[src/rtl/sa_aw_arbiter_pkg.sv]
// Shared types and width helpers for the per-slave AW arbiter.
package sa_aw_arbiter_pkg;

  typedef enum logic {
    IDLE  = 1'b0,
    GRANT = 1'b1
  } arb_state_e;

  function automatic int unsigned mst_id_w(input int unsigned mst_amt);
    return (mst_amt > 1) ? $clog2(mst_amt) : 1;
  endfunction

  function automatic int unsigned outst_cnt_w(input int unsigned outst_amt);
    return $clog2(outst_amt + 1);
  endfunction

  // Low bit of slice idx in a bus of equal-width packed slices.
  function automatic int unsigned slice_lo(input int unsigned idx, input int unsigned width);
    return idx * width;
  endfunction

endpackage

[src/rtl/sa_aw_order_fifo.sv]
// Grant-order FIFO: remembers which master owns each accepted AW so W data is forwarded in order.
module sa_aw_order_fifo #(
  parameter int unsigned DATA_WIDTH = 1,
  parameter int unsigned DEPTH      = 8
) (
  input  logic                  clk,
  input  logic                  rst,
  input  logic                  push,
  input  logic [DATA_WIDTH-1:0] push_data,
  input  logic                  pop,
  output logic                  empty,
  output logic                  full,
  output logic [DATA_WIDTH-1:0] head
);

  localparam int unsigned PTR_W = (DEPTH > 1) ? $clog2(DEPTH) : 1;
  localparam int unsigned CNT_W = $clog2(DEPTH + 1);
  localparam logic [PTR_W-1:0] LAST_PTR = PTR_W'(DEPTH - 1);
  localparam logic [CNT_W-1:0] FULL_CNT = CNT_W'(DEPTH);

  logic [DATA_WIDTH-1:0] mem [DEPTH];
  logic [PTR_W-1:0]      wr_ptr;
  logic [PTR_W-1:0]      rd_ptr;
  logic [CNT_W-1:0]      count;
  logic                  push_ok;
  logic                  pop_ok;

  assign empty   = (count == '0);
  assign full    = (count == FULL_CNT);
  assign push_ok = push & ~full;
  assign pop_ok  = pop & ~empty;
  assign head    = empty ? '0 : mem[rd_ptr];

  // Pointers wrap explicitly so non power-of-two depths work.
  always_ff @(posedge clk or posedge rst) begin
    if (rst) begin
      wr_ptr <= '0;
      rd_ptr <= '0;
      count  <= '0;
    end else begin
      if (push_ok) wr_ptr <= (wr_ptr == LAST_PTR) ? '0 : wr_ptr + PTR_W'(1);
      if (pop_ok)  rd_ptr <= (rd_ptr == LAST_PTR) ? '0 : rd_ptr + PTR_W'(1);
      case ({push_ok, pop_ok})
        2'b10:   count <= count + CNT_W'(1);
        2'b01:   count <= count - CNT_W'(1);
        default: count <= count;
      endcase
    end
  end

  always_ff @(posedge clk) begin
    if (push_ok) mem[wr_ptr] <= push_data;
  end

endmodule

[src/rtl/sa_aw_arbiter.sv]
// Round-robin AW arbiter for one slave port with outstanding-write tracking and W-order record.
module sa_aw_arbiter
  import sa_aw_arbiter_pkg::*;
#(
  parameter int unsigned MST_AMT          = 2,
  parameter int unsigned OUTSTANDING_AMT  = 8,
  parameter int unsigned ADDR_WIDTH       = 32,
  parameter int unsigned TRANS_MST_ID_W   = 5,
  parameter int unsigned TRANS_DATA_LEN_W = 8,
  parameter int unsigned MST_ID_W         = mst_id_w(MST_AMT),
  parameter int unsigned OUTST_CNT_W      = outst_cnt_w(OUTSTANDING_AMT)
) (
  input  logic                                  ACLK_i,
  input  logic                                  ARESET_i,
  input  logic [MST_AMT-1:0]                    m_AWVALID_i,
  input  logic [TRANS_MST_ID_W*MST_AMT-1:0]     m_AWID_i,
  input  logic [ADDR_WIDTH*MST_AMT-1:0]         m_AWADDR_i,
  input  logic [TRANS_DATA_LEN_W*MST_AMT-1:0]   m_AWLEN_i,
  output logic [MST_AMT-1:0]                    m_AWREADY_o,
  output logic [TRANS_MST_ID_W-1:0]             s_AWID_o,
  output logic [ADDR_WIDTH-1:0]                 s_AWADDR_o,
  output logic [TRANS_DATA_LEN_W-1:0]           s_AWLEN_o,
  output logic                                  s_AWVALID_o,
  input  logic                                  s_AWREADY_i,
  input  logic                                  s_BVALID_i,
  input  logic                                  s_BREADY_i,
  output logic [MST_ID_W-1:0]                   w_mst_id_o,
  output logic                                  w_mst_valid_o,
  input  logic                                  w_last_hsk_i,
  output logic [OUTST_CNT_W-1:0]                outst_cnt_o
);

  localparam logic [MST_ID_W:0]      MST_AMT_W = (MST_ID_W + 1)'(MST_AMT);
  localparam logic [MST_ID_W-1:0]    LAST_MST  = MST_ID_W'(MST_AMT - 1);
  localparam logic [OUTST_CNT_W-1:0] OUTST_MAX = OUTST_CNT_W'(OUTSTANDING_AMT);

  arb_state_e             state_q, state_d;
  logic [MST_ID_W-1:0]    grant_q, grant_d;
  logic [MST_ID_W-1:0]    rr_ptr_q, rr_ptr_d;
  logic [OUTST_CNT_W-1:0] outst_cnt_q, outst_cnt_d;

  logic [2*MST_AMT-1:0]   req_dbl;
  logic [MST_AMT-1:0]     req_rot;
  logic [MST_ID_W-1:0]    win_off;
  logic [MST_ID_W:0]      win_sum;
  logic [MST_ID_W-1:0]    winner;
  logic                   any_req;

  logic aw_hsk;
  logic b_hsk;
  logic fifo_empty;
  logic fifo_full;
  logic [MST_ID_W-1:0] fifo_head;

  // Rotate requests so bit 0 is rr_ptr, take the lowest set bit, then un-rotate modulo MST_AMT.
  always_comb begin
    req_dbl = {m_AWVALID_i, m_AWVALID_i};
    req_rot = MST_AMT'(req_dbl >> rr_ptr_q);
    any_req = |m_AWVALID_i;
    win_off = '0;
    for (int j = int'(MST_AMT) - 1; j >= 0; j--) begin
      if (req_rot[j]) win_off = MST_ID_W'(j);
    end
    win_sum = {1'b0, rr_ptr_q} + {1'b0, win_off};
    winner  = (win_sum >= MST_AMT_W) ? MST_ID_W'(win_sum - MST_AMT_W) : MST_ID_W'(win_sum);
  end

  assign aw_hsk = (state_q == GRANT) & s_AWREADY_i;
  // A B response with nothing outstanding is ignored so the count floors at zero.
  assign b_hsk  = s_BVALID_i & s_BREADY_i & (outst_cnt_q != '0);

  always_ff @(posedge ACLK_i or posedge ARESET_i) begin
    if (ARESET_i) begin
      state_q     <= IDLE;
      grant_q     <= '0;
      rr_ptr_q    <= '0;
      outst_cnt_q <= '0;
    end else begin
      state_q     <= state_d;
      grant_q     <= grant_d;
      rr_ptr_q    <= rr_ptr_d;
      outst_cnt_q <= outst_cnt_d;
    end
  end

  always_comb begin
    state_d     = state_q;
    grant_d     = grant_q;
    rr_ptr_d    = rr_ptr_q;
    outst_cnt_d = outst_cnt_q;
    case (state_q)
      IDLE: begin
        if (any_req && (outst_cnt_q < OUTST_MAX) && !fifo_full) begin
          grant_d = winner;
          state_d = GRANT;
        end
      end
      GRANT: begin
        if (s_AWREADY_i) begin
          rr_ptr_d = (grant_q == LAST_MST) ? '0 : grant_q + MST_ID_W'(1);
          state_d  = IDLE;
        end
      end
      default: state_d = IDLE;
    endcase
    if (aw_hsk && !b_hsk) begin
      outst_cnt_d = outst_cnt_q + OUTST_CNT_W'(1);
    end else if (b_hsk && !aw_hsk) begin
      outst_cnt_d = outst_cnt_q - OUTST_CNT_W'(1);
    end
  end

  // Payload is forwarded straight from the granted master, forced to zero outside GRANT.
  always_comb begin
    s_AWVALID_o = 1'b0;
    s_AWID_o    = '0;
    s_AWADDR_o  = '0;
    s_AWLEN_o   = '0;
    m_AWREADY_o = '0;
    if (state_q == GRANT) begin
      s_AWVALID_o = 1'b1;
      s_AWID_o    = m_AWID_i[slice_lo(32'(grant_q), TRANS_MST_ID_W) +: TRANS_MST_ID_W];
      s_AWADDR_o  = m_AWADDR_i[slice_lo(32'(grant_q), ADDR_WIDTH) +: ADDR_WIDTH];
      s_AWLEN_o   = m_AWLEN_i[slice_lo(32'(grant_q), TRANS_DATA_LEN_W) +: TRANS_DATA_LEN_W];
      m_AWREADY_o[grant_q] = s_AWREADY_i;
    end
  end

  sa_aw_order_fifo #(
    .DATA_WIDTH (MST_ID_W),
    .DEPTH      (OUTSTANDING_AMT)
  ) u_order_fifo (
    .clk       (ACLK_i),
    .rst       (ARESET_i),
    .push      (aw_hsk),
    .push_data (grant_q),
    .pop       (w_last_hsk_i & ~fifo_empty),
    .empty     (fifo_empty),
    .full      (fifo_full),
    .head      (fifo_head)
  );

  assign w_mst_valid_o = ~fifo_empty;
  assign w_mst_id_o    = fifo_head;
  assign outst_cnt_o   = outst_cnt_q;

endmodule

[config.mk]
export PLATFORM = sky130hd
export DESIGN_NAME = sa_aw_arbiter
export DESIGN_NICKNAME = d
export VERILOG_FILES = /design/src/rtl/sa_aw_arbiter_pkg.sv /design/src/rtl/sa_aw_order_fifo.sv /design/src/rtl/sa_aw_arbiter.sv
export SDC_FILE = /design/constraint.sdc
export NUM_CORES = 1
export LEC_CHECK = 0
export CAP_MARGIN = 0
export CELL_PAD_IN_SITES_DETAIL_PLACEMENT = 1
export CELL_PAD_IN_SITES_GLOBAL_PLACEMENT = 1
export CORE_UTILIZATION = 24
export CTS_CLUSTER_SIZE = 24
export DETAILED_ROUTE_END_ITERATION = 10
export HOLD_SLACK_MARGIN = 0.15
export PLACE_DENSITY = 0.87
export RECOVER_POWER = 25
export SETUP_SLACK_MARGIN = 0.3
export SLEW_MARGIN = 5
export SYNTH_ARGS = -nofsm -noshare
export SYNTH_HDL_FRONTEND = slang
export SYNTH_SLANG_ARGS = --single-unit
export TNS_END_PERCENT = 5
[constraint.sdc]
create_clock -name ACLK_i -period 2.87 [get_ports ACLK_i]
set_clock_uncertainty 0.1 [all_clocks]
set_input_delay 0.574 -clock ACLK_i [delete_from_list [all_inputs] [get_ports ACLK_i]]
set_output_delay 0.574 -clock ACLK_i [all_outputs]
set_load 0.01 [all_outputs]
==> impl_metrics.env, run 1 <==
export IMPL_status="finished, final reports clean"
export IMPL_final_cell_mix="148 x clkdlybuf4s50_1, 55 x nor2_1, 47 x mux2i_1"
export IMPL_die_area_mm2=0.00930
export IMPL_synth_simple_gate_area_share_pct=21.2
export IMPL_synth_fa_ha_area_share_pct=6.78
export IMPL_synth_compound_area_share_pct=5.32
export IMPL_dpl_cell_count=479
export IMPL_path_class="reg -> reg"
export IMPL_post_drt_wl_per_cell_um=15.7
export IMPL_synth_top_family_by_area="multiplexers"
export IMPL_total_power_mw=3.51
export IMPL_yosys_register_bits=25
export IMPL_overflow=0
export IMPL_hold_viol=0
export IMPL_setup_ws_ps=234
export IMPL_crit_chain="or4_1, nand3_1, ha_4, inv_1, ha_1, or4_1, nand3_1, o221ai_1"
export IMPL_grt_max_degree=41
export IMPL_insertion_delay_ps=280
export IMPL_ant_nets=0
export IMPL_crit_path_start="outst_cnt_o[1]$_DFFE_PP0P_"
export IMPL_grt_use_total_pct=16.5
export IMPL_min_period_ps=2640
export IMPL_dp_hpwl_um=6380
export IMPL_synth_xor_area_share_pct=2.05
export IMPL_cp_end_kind="flip-flop"
export IMPL_slew_headroom_pct=52.0
export IMPL_setup_tns_ps=0
export IMPL_grt_pass1_wl_um=11800
export IMPL_hp_start="outst_cnt_o[2]$_DFFE_PP0P_"
export IMPL_initialDrtViolationCount=41
export IMPL_cts_buffers=3
export IMPL_instances_no_fill=493
export IMPL_syn_area_mm2=0.00214
export IMPL_dr_pass1_iters=4
export IMPL_drv_cap=0
export IMPL_cts_hold_repair_buffers=0
export IMPL_required_ps=2920
export IMPL_synth_area_leader_cell="mux2i_1"
export IMPL_yosys_mux_area_fraction_pct=28.8
export IMPL_syn_to_final_growth_pct=84.6
export IMPL_fin_nets=495
export IMPL_drt_wl_total_um=7740
export IMPL_clkSinkCount=25
export IMPL_min_path_type="reg -> reg"
export IMPL_ir_drop_mv=0.305
export IMPL_drc=0
export IMPL_core_mm2=0.00868
export IMPL_yosys_top_cells_area="mux2i_1 22%, dfrtp_1 20%, edfxtp_1 11%"
export IMPL_drv_slew=0
export IMPL_fmax_mhz=379
export IMPL_ys_flop_type="dfrtp_1"
export IMPL_drive_gt1_share_pct=11.7
export IMPL_viasPerCell=4.71
export IMPL_initial_core_util_pct=24.7
export IMPL_critPathTopFamily="simple AND/OR/NAND/NOR gates"
export IMPL_placed_area_mm2=0.00380
export IMPL_place_congestion=0.832
export IMPL_synth_top_cell_area_share_pct=22.0
export IMPL_synth_seq_area_share_pct=31.1
export IMPL_tightest_slew_ps=719
export IMPL_syn_num_nets=334
export IMPL_yosysWarnings=0
export IMPL_cts_buffer_depth=2
export IMPL_io_buffer_count=151
export IMPL_vias=2321
export IMPL_synth_cells=225
export IMPL_rsz0062_at_grt="true"
export IMPL_path_buf_inv=1
export IMPL_utilization_pct=45.5
export IMPL_crit_path_max_fanout=6
export IMPL_clk_pin_slew_worst_paths_ps=90
export IMPL_powerDensity_mw_per_mm2=889
export IMPL_start_kind="flip-flop"
export IMPL_timing_rr_start="outst_cnt_o[1]$_DFFE_PP0P_"
export IMPL_syn_avg_cell_area_um2=9.51
export IMPL_yosysUniqueCellTypes=46
export IMPL_fin_hold_ws_ps=456
export IMPL_dp_worst_setup_slack_ps=-27.7
export IMPL_async_flop_share_pct=68.0
export IMPL_dieHeight_um=96.4
export IMPL_grt_pass1_vias=2395
export IMPL_critical_path_max_stage_delay_ps=540
export IMPL_critPathArrivalTime_ps=2680
export IMPL_synth_edf_count=8
export IMPL_critical_path_slowest_cell="or4_1"
export IMPL_diodes=0
export IMPL_setup_viol=0
export IMPL_io_pins=152
export IMPL_power_leakage_nw=1.67
export IMPL_cts_max_level=1
export IMPL_cts_tree="done"
export IMPL_die_w_um=96.4
export IMPL_fin_area_mm2=0.00395
export IMPL_layout_commonest_cell="clkdlybuf4s50_1"
export IMPL_finalCritPeriodShare_pct=91.8
export IMPL_antenna_found_initial=0
export IMPL_clockRootBuffer="clkbuf_8"
export IMPL_placementRows=34
==> kinds of logic (layout without fill, tap and decap cells) <==
group / Yosys count / in the layout
buffers and inverters: 21 / 181
AO/OA/AOI/OAI: 15 / 15
adder cells (fa/ha/maj): 11 / 11
multiplexers: 57 / 57
flip-flops: 25 / 25
XOR/XNOR: 5 / 5
AND/OR/NAND/NOR: 91 / 91
==> registers in the layout, indices dropped and copies added (netlist names) <==
name                 cells
u_order_fifo.count       4
grant_q                  1
u_order_fifo.wr_ptr      3
state_q                  1
u_order_fifo.rd_ptr      3
rr_ptr_q                 1
u_order_fifo.mem         8
outst_cnt_o              4
==> power by group <==
part	internal, mW	switching, mW
Sequential	0.531	0.194
Combinational	1.43	1.13
Clock	0.0997	0.119
==> timing repair <==
action,CTS,global route
resized for setup,3,7
buffers inserted,2,8
endpoints found under the setup margin,40,16
==> cell type report <==
cell class	instances	area, µm²
clock buffers	4	45.0
fillers	1019	4730
inverters	6	22.5
multi-input cells	179	1400
flip-flops and latches	25	671
well taps	108	135
repair buffers	171	1680
==> routing by layer <==
metal	GRT usage, %	vias to the layer above	part of all wire, %
li1	-	1118	-
met2	32.6	87	55
met1	16.8	1107	36
met5	0	-	0
met4	4.29	0	1.8
met3	4.69	9	7.5
==> synthesized netlist by cell type, types with 3 or more instances <==
master / instances
ha_1: 10
buf_2: 6
mux2i_1: 47
nand2_1: 4
inv_1: 5
mux2_2: 4
xnor2_1: 4
mux2_4: 3
clkbuf_1: 6
edfxtp_1: 8
nand3b_1: 4
nand3_1: 4
or3_1: 3
nor2b_1: 3
nor2_1: 55
or4_1: 3
nor3_1: 4
dfrtp_1: 17
==> worst paths after layout <==
| kind | slack (ps) | end | cells after the start |
|---|---|---|---|
| hold / removal | 460 | outst_cnt_o[2]$_DFFE_PP0P_ | 2 |
| max in group asynchronous | 1420 | u_order_fifo.count[2]$_DFFE_PP0P_ | 2 |
| hold reg to reg | 460 | outst_cnt_o[2]$_DFFE_PP0P_ | 2 |
| min in group asynchronous | 760 | u_order_fifo.wr_ptr[2]$_DFFE_PP0P_ | 2 |
| setup reg to reg | 230 | outst_cnt_o[3]$_DFFE_PP0P_ | 8 |
| setup / recovery | 230 | outst_cnt_o[3]$_DFFE_PP0P_ | 8 |
==> worst register-to-register path: stages, from the launching register on <==
cell and delay (ps):
dfrtp_2 420, or4_1 540, nand3_1 150, ha_4 170
inv_1 60, ha_1 290, or4_1 520, nand3_1 120
o221ai_1 130
Note: power is estimated with default switching activity, not from simulation.
==> run 2, diff against run 1 <==
--- a/config.mk
+++ b/config.mk
@@ -5,7 +5,6 @@
 export SDC_FILE = /design/constraint.sdc
 export NUM_CORES = 1
 export LEC_CHECK = 0
-export CAP_MARGIN = 0
 export CELL_PAD_IN_SITES_DETAIL_PLACEMENT = 1
 export CELL_PAD_IN_SITES_GLOBAL_PLACEMENT = 1
 export CORE_UTILIZATION = 24
==> results of run 2 <==
Same layout as run 1: the final DEF is identical, and so are final timing and power.
==> run 3, diff against run 2 <==
--- a/config.mk
+++ b/config.mk
@@ -7,11 +7,10 @@
 export LEC_CHECK = 0
 export CELL_PAD_IN_SITES_DETAIL_PLACEMENT = 1
 export CELL_PAD_IN_SITES_GLOBAL_PLACEMENT = 1
-export CORE_UTILIZATION = 24
+export CORE_UTILIZATION = 26
 export CTS_CLUSTER_SIZE = 24
 export DETAILED_ROUTE_END_ITERATION = 10
-export HOLD_SLACK_MARGIN = 0.15
-export PLACE_DENSITY = 0.87
+export PLACE_DENSITY = 0.93
 export RECOVER_POWER = 25
 export SETUP_SLACK_MARGIN = 0.3
 export SLEW_MARGIN = 5
==> constraint.sdc (replaced) <==
create_clock -name ACLK_i -period 3.3 [get_ports ACLK_i]
set_clock_uncertainty 0.1 [all_clocks]
set_input_delay 0.66 -clock ACLK_i [delete_from_list [all_inputs] [get_ports ACLK_i]]
set_output_delay 0.66 -clock ACLK_i [all_outputs]
set_load 0.01 [all_outputs]
==> run 3 against run 2 <==
  * Register-to-register slack improved by 240 ps
  * Worst setup slack improved by 220 ps
  * Largest cell class unchanged
  * Global-route usage rose by 0.39 points
  * Sequential cell count did not move
  * Worst hold slack got worse by 30 ps
  * Final area fell by 4.1%
  * Wire length fell by 6.1%
  * Sequential share of layout area rose by 0.62 points
  * Highest routed layer unchanged
  * Critical path type is now reg -> out
  * Critical path depth fell by 4
  * Die area fell by 7.5%
  * Combinational power fell by 22%
  * Core utilization rose by 2.8 points
==> impl_metrics.env, run 3 (synthesis results as in run 1) <==
export IMPL_status="finished, final reports clean"
export IMPL_cp_num_cells=4
export IMPL_initialDrtViolationCount=105
export IMPL_ir_drop_mv=0.287
export IMPL_finalCritPeriodShare_pct=86.2
export IMPL_largest_reg_flops=8
export IMPL_overflow=0
export IMPL_setup_viol=0
export IMPL_r2r_end="outst_cnt_o[3]$_DFFE_PP0P_"
export IMPL_io_pins=152
export IMPL_critPathArrivalTime_ps=2090
export IMPL_clockRootBuffer="clkbuf_8"
export IMPL_setup_ws_ps=454
export IMPL_min_period_ps=2850
export IMPL_cts_tree="done"
export IMPL_place_congestion=0.820
export IMPL_grt_max_degree=47
export IMPL_hp_start="rr_ptr_q$_DFFE_PP0P_"
export IMPL_drv_cap=0
export IMPL_clk_pin_slew_worst_paths_ps=90
export IMPL_timing_rr_start="outst_cnt_o[1]$_DFFE_PP0P_"
export IMPL_viasPerCell=4.71
export IMPL_largest_register="u_order_fifo.mem"
export IMPL_r2r_cells=8
export IMPL_critical_path_max_stage_delay_ps=660
export IMPL_path_class="reg -> out"
export IMPL_fillerInstances=894
export IMPL_crit_chain="buf_4, mux2i_1, nor2_1, clkdlybuf4s50_1"
export IMPL_powerDensity_mw_per_mm2=754
export IMPL_ant_nets=0
export IMPL_initial_core_util_pct=27.3
export IMPL_grt_pass1_wl_um=11500
export IMPL_antenna_found_initial=0
export IMPL_final_cell_mix="149 x clkdlybuf4s50_1, 55 x nor2_1, 47 x mux2i_1"
export IMPL_drv_slew=0
export IMPL_cts_max_level=1
export IMPL_diodes=0
export IMPL_grt_use_total_pct=16.9
export IMPL_dr_pass1_iters=4
export IMPL_cts_buffer_depth=2
export IMPL_clkSinkCount=25
export IMPL_vias=2218
export IMPL_slew_headroom_pct=51.1
export IMPL_cp_end_kind="primary output"
export IMPL_crit_path_start="grant_q$_DFFE_PP0P_"
export IMPL_setup_tns_ps=0
export IMPL_insertion_delay_ps=270
export IMPL_rsz0062_at_grt="false"
export IMPL_critical_path_slowest_cell="dfrtp_2"
export IMPL_drc=0
export IMPL_post_drt_wl_per_cell_um=15.4
export IMPL_reg2reg_slack_ps=470
export IMPL_hold_viol=0
export IMPL_dieHeight_um=92.7
export IMPL_die_area_mm2=0.00860
export IMPL_io_buffer_count=151
export IMPL_path_buf_inv=2
export IMPL_crit_path_max_fanout=17
export IMPL_min_path_type="reg -> reg"
export IMPL_syn_to_final_growth_pct=77.1
export IMPL_drt_wl_total_um=7270
export IMPL_core_mm2=0.00785
export IMPL_whs_path_depth=2
export IMPL_placementRows=32
export IMPL_die_w_um=92.7
export IMPL_critPathTopFamily="buffers and inverters"
export IMPL_fmax_mhz=351
export IMPL_dp_hpwl_um=6190
export IMPL_endpoint="s_AWADDR_o[31]"
export IMPL_cts_hold_repair_buffers=0
export IMPL_drive_gt1_share_pct=6.23
export IMPL_layout_commonest_cell="clkdlybuf4s50_1"
export IMPL_power_leakage_nw=1.60
export IMPL_dp_worst_setup_slack_ps=265
export IMPL_cts_buffers=3
export IMPL_required_ps=2540
export IMPL_grt_pass1_vias=2437
export IMPL_fin_nets=479
export IMPL_start_kind="flip-flop"
export IMPL_tightest_slew_ps=733
[run 3: report_power, final]
group | leakage, nW | switching, mW | internal (mW)
combinational | 1.30 | 0.883 | 1.12
clock | 0.0255 | 0.0981 | 0.0846
sequential | 0.272 | 0.216 | 0.457
[run 3: worst register-to-register path, delay by kind of cell (launching register included)]
family	cells	cell delay, ps
AOI/OAI and AO/OA	1	110
buffers and inverters	1	130
adders and majority gates	2	620
DFF	1	460
and+or+nand+nor	4	1290
[run 3: stage by stage]
step                power (mW)  hold WS, ps  cells  util [%]  instance area [µm²]
finish                    2.86          427    471      48.3                 3790
global route              3.06          446    471      48.3                 3790
CTS                       2.89          436    471      48.3                 3790
detailed placement        2.71          415    467      47.7                 3740
global placement          2.60          380    467      47.7                 3740
floorplan                 1.79          361    225         -                 2140
[run 3: timing repair]
| action | CTS | global route |
|---|---|---|
| buffers inserted | 0 | 0 |
| endpoints found under the setup margin | 0 | 1 |
| gates resized for setup | 0 | 1 |
[run 3: routing by layer]
metal  track usage [%]  part of all wire, %  up-vias
met5                 0                    0        -
met4              6.54                  2.4        0
met3              4.11                  6.8       14
met2              32.0                   54       84
met1              17.8                   37     1035
li1                  -                    -     1085
[run 3: cell type report]
| cell class | instances | area, µm² | area share (%) |
|---|---|---|---|
| clock buffers | 3 | 41.3 | 1.09 |
| clock inverters | 1 | 5.00 | 0.132 |
| inverters | 6 | 22.5 | 0.594 |
| multi-input cells | 179 | 1370 | 36.1 |
| flip-flops and latches | 25 | 667 | 17.6 |
| well taps | 102 | 128 | 3.37 |
| repair buffers | 155 | 1560 | 41.1 |
[run 3: worst min path at each step]
stage	end	slack [ps]
final	rr_ptr_q$_DFFE_PP0P_	430
after detailed placement	rr_ptr_q$_DFFE_PP0P_	420
after global routing	rr_ptr_q$_DFFE_PP0P_	450
after CTS	rr_ptr_q$_DFFE_PP0P_	440
after global placement	rr_ptr_q$_DFFE_PP0P_	380
after floorplan	rr_ptr_q$_DFFE_PP0P_	360
